==> src/rtl/id_ex_stage.sv <==
// rtl/id_ex_stage.sv - ID/EX pipeline register with hold, flush and optional load-use bubble
// Define HAZARD_DETECT_EN to build load-use detection, bubble insertion and bubble_cnt_o.
module id_ex_stage #(
  parameter int DATA_W = 32,
  parameter int REG_AW = 5
) (
  input  logic              clk_i,
  input  logic              rst_i,
  input  logic [1:0]        ALUOp_i,
  input  logic              ALUSrc_i,
  input  logic              RegWrite_i,
  input  logic              MemtoReg_i,
  input  logic              MemRead_i,
  input  logic              MemWrite_i,
  input  logic [DATA_W-1:0] RS1data_i,
  input  logic [DATA_W-1:0] RS2data_i,
  input  logic [DATA_W-1:0] Imm_i,
  input  logic [9:0]        funct_i,
  input  logic [REG_AW-1:0] RS1addr_i,
  input  logic [REG_AW-1:0] RS2addr_i,
  input  logic [REG_AW-1:0] RDaddr_i,
  input  logic              flush_i,
  input  logic              hold_i,
  output logic [1:0]        ALUOp_o,
  output logic              ALUSrc_o,
  output logic              RegWrite_o,
  output logic              MemtoReg_o,
  output logic              MemRead_o,
  output logic              MemWrite_o,
  output logic [DATA_W-1:0] RS1data_o,
  output logic [DATA_W-1:0] RS2data_o,
  output logic [DATA_W-1:0] Imm_o,
  output logic [9:0]        funct_o,
  output logic [REG_AW-1:0] RS1addr_o,
  output logic [REG_AW-1:0] RS2addr_o,
  output logic [REG_AW-1:0] RDaddr_o,
  output logic              valid_o,
  output logic              stall_o,
  output logic [15:0]       bubble_cnt_o
);

  logic [1:0]        alu_op_q,    alu_op_d;
  logic              alu_src_q,   alu_src_d;
  logic              reg_write_q, reg_write_d;
  logic              mem_to_reg_q, mem_to_reg_d;
  logic              mem_read_q,  mem_read_d;
  logic              mem_write_q, mem_write_d;
  logic [DATA_W-1:0] rs1_data_q,  rs1_data_d;
  logic [DATA_W-1:0] rs2_data_q,  rs2_data_d;
  logic [DATA_W-1:0] imm_q,       imm_d;
  logic [9:0]        funct_q,     funct_d;
  logic [REG_AW-1:0] rs1_addr_q,  rs1_addr_d;
  logic [REG_AW-1:0] rs2_addr_q,  rs2_addr_d;
  logic [REG_AW-1:0] rd_addr_q,   rd_addr_d;
  logic              valid_q,     valid_d;
  logic              hazard;

`ifdef HAZARD_DETECT_EN
  logic [15:0]       bubble_cnt_q, bubble_cnt_d;

  // x0 is hardwired zero, so a load targeting it can never feed a consumer
  assign hazard = valid_q && mem_read_q && (rd_addr_q != '0) &&
                  ((rd_addr_q == RS1addr_i) || (rd_addr_q == RS2addr_i));

  always_comb begin
    bubble_cnt_d = bubble_cnt_q;
    if (!hold_i && !flush_i && hazard && (bubble_cnt_q != 16'hFFFF)) begin
      bubble_cnt_d = bubble_cnt_q + 16'd1;
    end
  end

  always_ff @(posedge clk_i or negedge rst_i) begin
    if (!rst_i) begin
      bubble_cnt_q <= '0;
    end else begin
      bubble_cnt_q <= bubble_cnt_d;
    end
  end

  assign bubble_cnt_o = bubble_cnt_q;
`else
  assign hazard       = 1'b0;
  assign bubble_cnt_o = '0;
`endif

  assign stall_o = hold_i | hazard;

  always_comb begin
    alu_op_q_hold: begin
      alu_op_d     = alu_op_q;
      alu_src_d    = alu_src_q;
      reg_write_d  = reg_write_q;
      mem_to_reg_d = mem_to_reg_q;
      mem_read_d   = mem_read_q;
      mem_write_d  = mem_write_q;
      rs1_data_d   = rs1_data_q;
      rs2_data_d   = rs2_data_q;
      imm_d        = imm_q;
      funct_d      = funct_q;
      rs1_addr_d   = rs1_addr_q;
      rs2_addr_d   = rs2_addr_q;
      rd_addr_d    = rd_addr_q;
      valid_d      = valid_q;
    end
    // hold freezes everything; flush outranks the hazard bubble but both zero the slot
    if (!hold_i) begin
      if (flush_i || hazard) begin
        alu_op_d     = '0;
        alu_src_d    = 1'b0;
        reg_write_d  = 1'b0;
        mem_to_reg_d = 1'b0;
        mem_read_d   = 1'b0;
        mem_write_d  = 1'b0;
        rs1_data_d   = '0;
        rs2_data_d   = '0;
        imm_d        = '0;
        funct_d      = '0;
        rs1_addr_d   = '0;
        rs2_addr_d   = '0;
        rd_addr_d    = '0;
        valid_d      = 1'b0;
      end else begin
        alu_op_d     = ALUOp_i;
        alu_src_d    = ALUSrc_i;
        reg_write_d  = RegWrite_i;
        mem_to_reg_d = MemtoReg_i;
        mem_read_d   = MemRead_i;
        mem_write_d  = MemWrite_i;
        rs1_data_d   = RS1data_i;
        rs2_data_d   = RS2data_i;
        imm_d        = Imm_i;
        funct_d      = funct_i;
        rs1_addr_d   = RS1addr_i;
        rs2_addr_d   = RS2addr_i;
        rd_addr_d    = RDaddr_i;
        valid_d      = 1'b1;
      end
    end
  end

  always_ff @(posedge clk_i or negedge rst_i) begin
    if (!rst_i) begin
      alu_op_q     <= '0;
      alu_src_q    <= 1'b0;
      reg_write_q  <= 1'b0;
      mem_to_reg_q <= 1'b0;
      mem_read_q   <= 1'b0;
      mem_write_q  <= 1'b0;
      rs1_data_q   <= '0;
      rs2_data_q   <= '0;
      imm_q        <= '0;
      funct_q      <= '0;
      rs1_addr_q   <= '0;
      rs2_addr_q   <= '0;
      rd_addr_q    <= '0;
      valid_q      <= 1'b0;
    end else begin
      alu_op_q     <= alu_op_d;
      alu_src_q    <= alu_src_d;
      reg_write_q  <= reg_write_d;
      mem_to_reg_q <= mem_to_reg_d;
      mem_read_q   <= mem_read_d;
      mem_write_q  <= mem_write_d;
      rs1_data_q   <= rs1_data_d;
      rs2_data_q   <= rs2_data_d;
      imm_q        <= imm_d;
      funct_q      <= funct_d;
      rs1_addr_q   <= rs1_addr_d;
      rs2_addr_q   <= rs2_addr_d;
      rd_addr_q    <= rd_addr_d;
      valid_q      <= valid_d;
    end
  end

  assign ALUOp_o    = alu_op_q;
  assign ALUSrc_o   = alu_src_q;
  assign RegWrite_o = reg_write_q;
  assign MemtoReg_o = mem_to_reg_q;
  assign MemRead_o  = mem_read_q;
  assign MemWrite_o = mem_write_q;
  assign RS1data_o  = rs1_data_q;
  assign RS2data_o  = rs2_data_q;
  assign Imm_o      = imm_q;
  assign funct_o    = funct_q;
  assign RS1addr_o  = rs1_addr_q;
  assign RS2addr_o  = rs2_addr_q;
  assign RDaddr_o   = rd_addr_q;
  assign valid_o    = valid_q;

endmodule
==> config.mk <==
export PLATFORM = sky130hd
export DESIGN_NAME = id_ex_stage
export DESIGN_NICKNAME = d
export VERILOG_FILES = /design/src/rtl/id_ex_stage.sv
export SDC_FILE = /design/constraint.sdc
export NUM_CORES = 1
export LEC_CHECK = 0
export BUFFER_PORTS_ARGS = -buffer_cell sky130_fd_sc_hd__buf_2
export CAP_MARGIN = 10
export CELL_PAD_IN_SITES_DETAIL_PLACEMENT = 1
export CELL_PAD_IN_SITES_GLOBAL_PLACEMENT = 1
export CORE_ASPECT_RATIO = 2
export CORE_MARGIN = 8
export CORE_UTILIZATION = 34
export CTS_BUF_LIST = sky130_fd_sc_hd__clkbuf_4 sky130_fd_sc_hd__clkbuf_8
export DETAILED_ROUTE_END_ITERATION = 16
export PLACE_DENSITY_LB_ADDON = 0.1
export SLEW_MARGIN = 20
export SYNTH_ARGS = -nofsm -noshare
export SYNTH_HDL_FRONTEND = slang
export SYNTH_SLANG_ARGS = --single-unit
==> constraint.sdc <==
create_clock -name clk_i -period 0.8 [get_ports clk_i]
set_input_delay 0.16 -clock clk_i [delete_from_list [all_inputs] [get_ports clk_i]]
set_output_delay 0.16 -clock clk_i [all_outputs]
set_load 0.01 [all_outputs]
# Word-level counts from Yosys, hierarchy flattened
# Cells that the tools add are included.
[op_classes] add_sub_neg=0 shifts=0 reduce_logical=0 n_bitwise=0 mul=0 n_eq_ne=0 div=0 mux=14 n_lt_le_gt_ge=0
[op_table] operator="32-bit two-way mux" count=3
[op_table] operator="5-bit two-way mux" count=3
[op_table] operator="10-bit two-way mux" count=1
[op_table] operator="1-bit two-way mux" count=6
[op_table] operator="2-bit two-way mux" count=1
[totals] reg_bits=129 output_inout_bits=146 mem_bits_ro=0 elab_cells=28 mem_count=0 latchBits=0 mem_bits_rw=0 in_bits=132

# Logic depth before layout (Yosys ltp)
# Gate-level depths: netlist of the first run.
[depth] word_depth=1 ltp_mapped=4 mapped_depth_nobuf=2

# Worst setup path after synthesis of the first run
# No wires, ideal clock.
[synth_timing] path_type="in2reg" start="input flush_i" end="register rs1_data_q[30] (netlist: RS1data_o[30])" arrival_time_ps=635 setup_ps=121 n_path_buf=2 required_time_ps=679 setup_slack_ps=44 cell_stages=4 cell_sequence="buf_6 buf_2 nor2_1 a22o_1"
[synth_between] elab_chain_len=1
[synth_lines] item="start: declaration" line_no="22" source="input logic flush_i,"
[synth_lines] item="32-bit two-way mux" line_no="107" source="if (flush_i || hazard) begin"
[synth_lines] item="end signal: assignment" line_no="164" source="rs1_data_q <= rs1_data_d;"
[synth_lines] item="end: declaration" line_no="48" source="logic [DATA_W-1:0] rs1_data_q, rs1_data_d;"
# Every way passes these cells.
# A chain may end at the register's enable or synchronous reset.

# Final worst setup path of the first run
[layout_timing] start="register reg_write_q (netlist: RegWrite_o)" end="output RegWrite_o"
[layout_lines] item="start: declaration" line_no="44" source="logic reg_write_q, reg_write_d;"
[layout_lines] item="start signal: assignment" line_no="160" source="reg_write_q <= reg_write_d;"
[layout_lines] item="end: declaration" line_no="26" source="output logic RegWrite_o,"
# No word-level cell between the ends.

==> run_results.csv, run 1 <==
group,metric,value,unit
logic_synthesis,syn_inst,573,
global_route,first_global_vias,6196,
routing,ant_nets,0,
die,die_h,196,um
cts,cts_buffers,17,
cts,cts_htree_levels,4,
logic_synthesis,synth.avg_cell_area,9.61,um2
global_route,grt-ovfl-total,0,
sta,rsz0062_at_grt,"true",
pwr,power_density,1740,nW/um2
logic_synthesis,synth_cell_types,14,
setup_path,critical_path.max_stage_delay,420,ps
placement,dpl.hpwl,12600,um
setup_path,reg2reg_setup_slack,-70,ps
placement,place_area,7040,um2
global_route,antenna_found_initial,3,
setup_path,crit_family,"flip-flops",
routing,drt_iter0_drc,166,
cts,clkTransAtPathRegs,70,ps
setup_path,slowest_stage,"dfrtp_1",
die,placementRows,66,
layout,area_delta_synth_final,81.0,%
sta,final-hold-violation-count,0,
layout,layout-drive-gt1-share,0.390,
global_route,track_usage,0.203,
setup_path,r2r-end,"MemtoReg_o$_DFFE_PN0N_",
min_path,worst_hold_path.endpoint,"RS1data_o[20]$_DFFE_PN0N_",
pwr,p_leak,4.92,nW
pwr,worst_ir_drop_vdd,995,uV
layout,fin_area,9960,um2
setup_path,reg2regPathDepth,4,
setup_path,cp.depth,1,
logic_synthesis,yosysTopAreaCellShare,0.586,
sta,post-route-period-util,1.43,
sta,skew,0,ps
status,violations,"setup timing",
cts,clkLatencyLatePin,420,ps
pwr,combPwrFrac,0.225,
cts,cts_tree,"yes",
logic_synthesis,synthArstFlopShare,1.00,
global_route,grt_pass1_wl,33800,um
global_route,grt_max_degree,73,
status,status,"complete, but fails checks",
setup_path,cp_cell_sequence,"buf_6",
setup_path,r2r_start,"MemtoReg_o$_DFFE_PN0N_",
die,initial_utilization,0.344,
min_path,hold_class,"primary input to flop",
placement,dp_cells,1007,
logic_synthesis,ys_warn_count,0,
logic_synthesis,synthMostInstantiatedCell,"dfrtp_1",
sta,layout_min_cycle_time,1140,ps
cts,clockBufferDepth,2,
routing,route.detailed.drc,0,
routing,via_per_inst,4.63,
layout,fin_util,0.622,
cts,cts_root_buffer,"clkbuf_8",
logic_synthesis,synth_edf_count,0,
pwr,switchingPower,0.00458,W
pwr,intPower,0.0128,W
routing,wire_per_inst,19.0,um
pwr,clkPwrFrac,0.349,
placement,pre_cts_ws,-153,ps
min_path,min_path_cells,3,
sta,setup_ws,-341,ps
cts,numClockSinks,129,
die,dieArea,20800,um2
routing,vias,5718,
logic_synthesis,synth-adder-area-share,0,
logic_synthesis,synthMuxAreaShare,0,
logic_synthesis,synth_top_family_by_area,"simple AND/OR/NAND/NOR gates",
pwr,p_seq_frac,0.426,
logic_synthesis,ys_seq_area_frac,0.586,
logic_synthesis,synth-compound-area-share,0.118,
setup_path,cp_num_buf_inv,1,
routing,drt_pre_antenna_iters,4,
setup_path,crit_path_start_kind,"flop",
setup_path,cp.required,640,ps
die,ios,278,
layout,finalNetCount,1149,
sta,drv_slew,0,
logic_synthesis,synth-seq-cells,129,
placement,gp_congestion,0.711,
logic_synthesis,synth-simple-area-share,0.232,
logic_synthesis,synth_common_cells,"dfrtp_1 (129), nand2_1 (127), nand2b_1 (127), o21ai_0 (105), buf_2 (28)",
setup_path,cp-end-kind,"primary output",
sta,clock.fmax,0.877,GHz
logic_synthesis,synth_area_leaders,"dfrtp_1 (59%), nand2b_1 (14%), o21ai_0 (9.5%)",
die,fp.coreArea,16000,um2
setup_path,crit_fanout,2,
logic_synthesis,synthFlopType,"dfrtp_1",
sta,finalSetupViolations,140,
routing,wirelength,23500,um
logic_synthesis,synth_xor_area_frac,0,
logic_synthesis,netlist_area,5500,um2
setup_path,arrival,980,ps
setup_path,crit_type,"flop to primary output",
flow_run,drv_cap,0,
pwr,swShare,0.263,
placement,io_buffers,261,
die,die_width,106,um
min_path,hp-start,"hold_i",
layout,stdcell_count,1235,
logic_synthesis,synth_area_leader_cell,"dfrtp_1",
==> layout make-up <==
class,instances,area [um2]
antenna,3,7.51
clock buffer,25,325
clock inverter,5,100
fill,1784,6060
multi-input combinational,400,2080
sequential,129,3230
tap,204,255
timing repair buffer,469,3970
==> worst max path at each step <==
stage	slack [ps]	start	to
floorplan	40	flush_i	RS1data_o[30]$_DFFE_PN0N_
global route	-400	RS1data_o[0]$_DFFE_PN0N_	RS1data_o[0]
global placement	-150	flush_i	RS1data_o[30]$_DFFE_PN0N_
detailed placement	-150	flush_i	RS1data_o[30]$_DFFE_PN0N_
finish	-340	RegWrite_o$_DFFE_PN0N_	RegWrite_o
CTS	-380	valid_o$_DFFE_PN0N_	valid_o
==> kinds of logic (layout without fill, tap and decap cells) <==
family | count (synthesis) | in the layout
simple gates | 255 | 255
compound gates | 129 | 129
other cells | 1 | 19
buf+inv | 59 | 499
flops | 129 | 129
==> stage by stage <==
stage | total power, W | setup TNS [ps] | hold WS [ps]
floorplan | 0.00849 | 0 | -136
global placement | 0.00973 | -11720 | 19.0
detailed placement | 0.00979 | -14120 | 20.1
CTS | 0.0169 | -45550 | 7.81
global route | 0.0182 | -48110 | 32.2
finish | 0.0174 | -40010 | 51.8
==> power groups by stage <==
| stage | Sequential [W] | Combinational [W] | Clock, W |
|---|---|---|---|
| after detailed placement | 0.00740 | 0.00239 | 0 |
| final | 0.00740 | 0.00390 | 0.00607 |
| after global routing | 0.00744 | 0.00422 | 0.00650 |
| after CTS | 0.00733 | 0.00329 | 0.00629 |
| after floorplan | 0.00765 | 0.000848 | 0 |
| after global placement | 0.00739 | 0.00235 | 0 |
==> per-layer routing <==
layer  GRT usage  share of wire  vias up
li1            -              -     2680
met1       0.232           0.38     2792
met2       0.333           0.52      203
met3      0.0785          0.068       43
met4      0.0803          0.031        0
met5           0              0        -
==> cells in the final DEF (no fill, tap or decap), drive strengths merged <==
| cell | netlist | final |
|---|---|---|
| nand2 | 127 | 127 |
| nand2b | 127 | 127 |
| nor2 | 1 | 1 |
| dlygate4sd3 | 0 | 128 |
| diode | 0 | 3 |
| dfrtp | 129 | 129 |
| buf | 47 | 339 |
| clkbuf | 12 | 26 |
| bufinv | 0 | 3 |
| clkinv | 0 | 2 |
| bufbuf | 0 | 1 |
| a22o | 1 | 1 |
| conb | 1 | 16 |
| o21ai | 127 | 127 |
| a21o | 1 | 1 |
==> what timing repair did <==
action                                  in CTS  in global routing
cloned                                       1                  1
endpoints found under the setup margin     130                147
hold endpoints to repair                   256                  0
hold buffers                               128                  0
resized for setup                           61                119
pin swaps                                    1                  0
setup buffers                               25                 47
==> sequential cells by signal (all words and copies together) (netlist names) <==
| register | count |
|---|---|
| RS2addr_o | 5 |
| ALUSrc_o | 1 |
| MemRead_o | 1 |
| MemtoReg_o | 1 |
| RS2data_o | 32 |
| valid_o | 1 |
| Imm_o | 32 |
| ALUOp_o | 2 |
| RS1data_o | 32 |
| MemWrite_o | 1 |
| funct_o | 10 |
| RegWrite_o | 1 |
| RDaddr_o | 5 |
| RS1addr_o | 5 |
Note: power is estimated with default switching activity, not from simulation.
==> inputs of run 2 (changes only) <==
--- a/config.mk
+++ b/config.mk
@@ -13,6 +13,7 @@
 export CORE_MARGIN = 8
 export CORE_UTILIZATION = 34
 export CTS_BUF_LIST = sky130_fd_sc_hd__clkbuf_4 sky130_fd_sc_hd__clkbuf_8
+export CTS_CLUSTER_SIZE = 25
 export DETAILED_ROUTE_END_ITERATION = 16
 export PLACE_DENSITY_LB_ADDON = 0.1
 export SLEW_MARGIN = 20
==> constraint.sdc (replaced) <==
create_clock -name clk_i -period 0.8 [get_ports clk_i]
set_input_delay 0.16 -clock clk_i [delete_from_list [all_inputs] [get_ports clk_i]]
set_output_delay 0.16 -clock clk_i [all_outputs]
set_load 0.005 [all_outputs]
==> run 2 against run 1 <==
Compared with the run above:
- the run still ends with setup timing left
- critical path depth is the same
- power shrank 3.4%
- count of clock-buffer cells in the layout shrank 4
- design area shrank 5.2%
- via count shrank 1.7%
- clock power grew 3%
- first-iteration DRC count shrank 3.6%
- critical endpoint is now Imm_o[20]
- largest cell class unchanged
==> run_results.csv, run 2 (synthesis gave the netlist of run 1 again) <==
group,metric,value,unit
status,status,"complete, but fails checks",
status,violations,"setup timing",
routing,drt_iter0_drc,160,
cts,cts_buffers,17,
setup_path,r2r_start,"RS1data_o[15]$_DFFE_PN0N_",
setup_path,cp-end-kind,"primary output",
sta,clock.fmax,0.870,GHz
sta,layout_min_cycle_time,1150,ps
layout,fin_util,0.590,
global_route,first_global_vias,6106,
layout,final_cell_mix,"buf_2 (253), dfrtp_1 (129), dlygate4sd3_1 (129)",
global_route,grt_pass1_wl,33100,um
setup_path,crit_family,"flip-flops",
routing,wire_per_inst,17.6,um
die,placementRows,66,
sta,setup_ws,-349,ps
setup_path,arrival,990,ps
cts,numClockSinks,129,
die,die_h,196,um
routing,drt_pre_antenna_iters,4,
layout,area_delta_synth_final,71.7,%
routing,ant_nets,0,
setup_path,reg2regPathDepth,4,
sta,drv_slew,0,
setup_path,crit_path_start_kind,"flop",
pwr,intPower,0.0124,W
sta,rsz0062_at_grt,"true",
pwr,p_seq_frac,0.435,
placement,dpl.hpwl,12700,um
sta,skew,0,ps
min_path,worst_hold_path.endpoint,"RS1data_o[20]$_DFFE_PN0N_",
die,fp.coreArea,16000,um2
setup_path,slowest_stage,"dfrtp_1",
setup_path,cp.depth,1,
layout,stdcell_count,1236,
layout,layout-drive-gt1-share,0.380,
setup_path,crit_type,"flop to primary output",
die,dieArea,20800,um2
min_path,hold_class,"primary input to flop",
min_path,min_path_cells,3,
sta,final-hold-violation-count,0,
cts,clkTransAtPathRegs,80,ps
pwr,clkPwrFrac,0.372,
routing,route.detailed.drc,0,
pwr,p_leak,4.82,nW
cts,clockBufferDepth,2,
routing,via_per_inst,4.55,
setup_path,reg2reg_setup_slack,-60,ps
setup_path,r2r-end,"RS1data_o[15]$_DFFE_PN0N_",
setup_path,crit_fanout,2,
layout,diodes,0,
pwr,combPwrFrac,0.193,
global_route,track_usage,0.201,
layout,final_common_cell,"buf_2",
placement,gp_congestion,0.716,
die,die_width,106,um
cts,clkLatencyLatePin,430,ps
setup_path,cp_num_buf_inv,1,
placement,io_buffers,261,
placement,dp_cells,1010,
flow_run,drv_cap,0,
cts,cts_root_buffer,"clkbuf_8",
sta,post-route-period-util,1.44,
global_route,grt-ovfl-total,0,
pwr,switchingPower,0.00432,W
cts,cts_htree_levels,4,
global_route,antenna_found_initial,0,
routing,vias,5620,
die,ios,278,
pwr,power_density,1770,nW/um2
cts,cts_tree,"yes",
layout,finalNetCount,1151,
pwr,swShare,0.258,
pwr,worst_ir_drop_vdd,1020,uV
sta,tns,-40520,ps
setup_path,critical_path.max_stage_delay,410,ps
min_path,hp-start,"hold_i",
setup_path,cp.required,640,ps
sta,finalSetupViolations,134,
routing,wirelength,21800,um
global_route,grt_max_degree,56,
die,initial_utilization,0.344,
setup_path,cp_cell_sequence,"buf_2",
[run 2: cell types whose count changed in the layout (fill, tap and decap cells not counted), moves of 2 or more]
cell        change
nand2_1         +9
buf_2          +80
o21ai_0        +10
buf_4           +6
clkinvlp_4      +2
clkinv_2        +3
buf_6          -87
diode_2         -3
nand2_2        -10
o21ai_1         -7
o21ai_2         -3
clkbuf_8        -3
[run 2: power by group through the flow]
stage	registers [W]	logic [W]	clock network, W
after global routing	0.00736	0.00357	0.00669
after detailed placement	0.00740	0.00218	0
after CTS	0.00727	0.00285	0.00645
final	0.00730	0.00324	0.00623
after global placement	0.00739	0.00214	0
after floorplan	0.00745	0.000831	0
[run 2: worst min-delay path: cells and delay by family]
family | cells | cell delay [ps]
AND/OR/NAND/NOR | 1 | 60
AO/OA/AOI/OAI | 1 | 70
buffers and inverters | 1 | 150
[run 2: metal layers]
layer  share of wire  global-route usage  vias to the layer above
li1                -                   -                     2688
met2            0.51               0.339                      207
met4           0.020              0.0756                        0
met5               0                   0                        -
met3           0.076              0.0749                       29
met1            0.39               0.224                     2696
[run 2: final cells by class]
cell class	instances	area (um2)
sequential	129	3230
fill	1856	6570
clock inverter	11	160
multi-input combinational	400	2050
clock buffer	21	277
tap	204	255
timing repair buffer	471	3480
[run 2: stage by stage]
stage	worst slack [ps]	hold WS (ps)	power [W]	instance area (um2)
final	-349	50.1	0.0168	9450
after CTS	-375	11.1	0.0166	9000
after floorplan	44.3	-136	0.00828	5560
after global placement	-146	17.6	0.00953	7070
after detailed placement	-154	16.1	0.00958	7070
after global routing	-413	22.6	0.0176	9450
[run 2: worst max path at each step]
stage / start / end
finish: Imm_o[20]$_DFFE_PN0N_ / Imm_o[20]
global placement: flush_i / RS1data_o[30]$_DFFE_PN0N_
floorplan: flush_i / RS1data_o[30]$_DFFE_PN0N_
global route: Imm_o[20]$_DFFE_PN0N_ / Imm_o[20]
detailed placement: flush_i / RS2data_o[31]$_DFFE_PN0N_
CTS: RDaddr_o[2]$_DFFE_PN0N_ / RDaddr_o[2]
[run 2: what timing repair did]
action                                 CTS  global route
setup buffers                           22            49
resized for setup                        1            61
hold buffers                           129             0
setup endpoints to repair              130           143
pin swaps                                0             1
gates cloned                             1             1
endpoints found under the hold margin  257             0
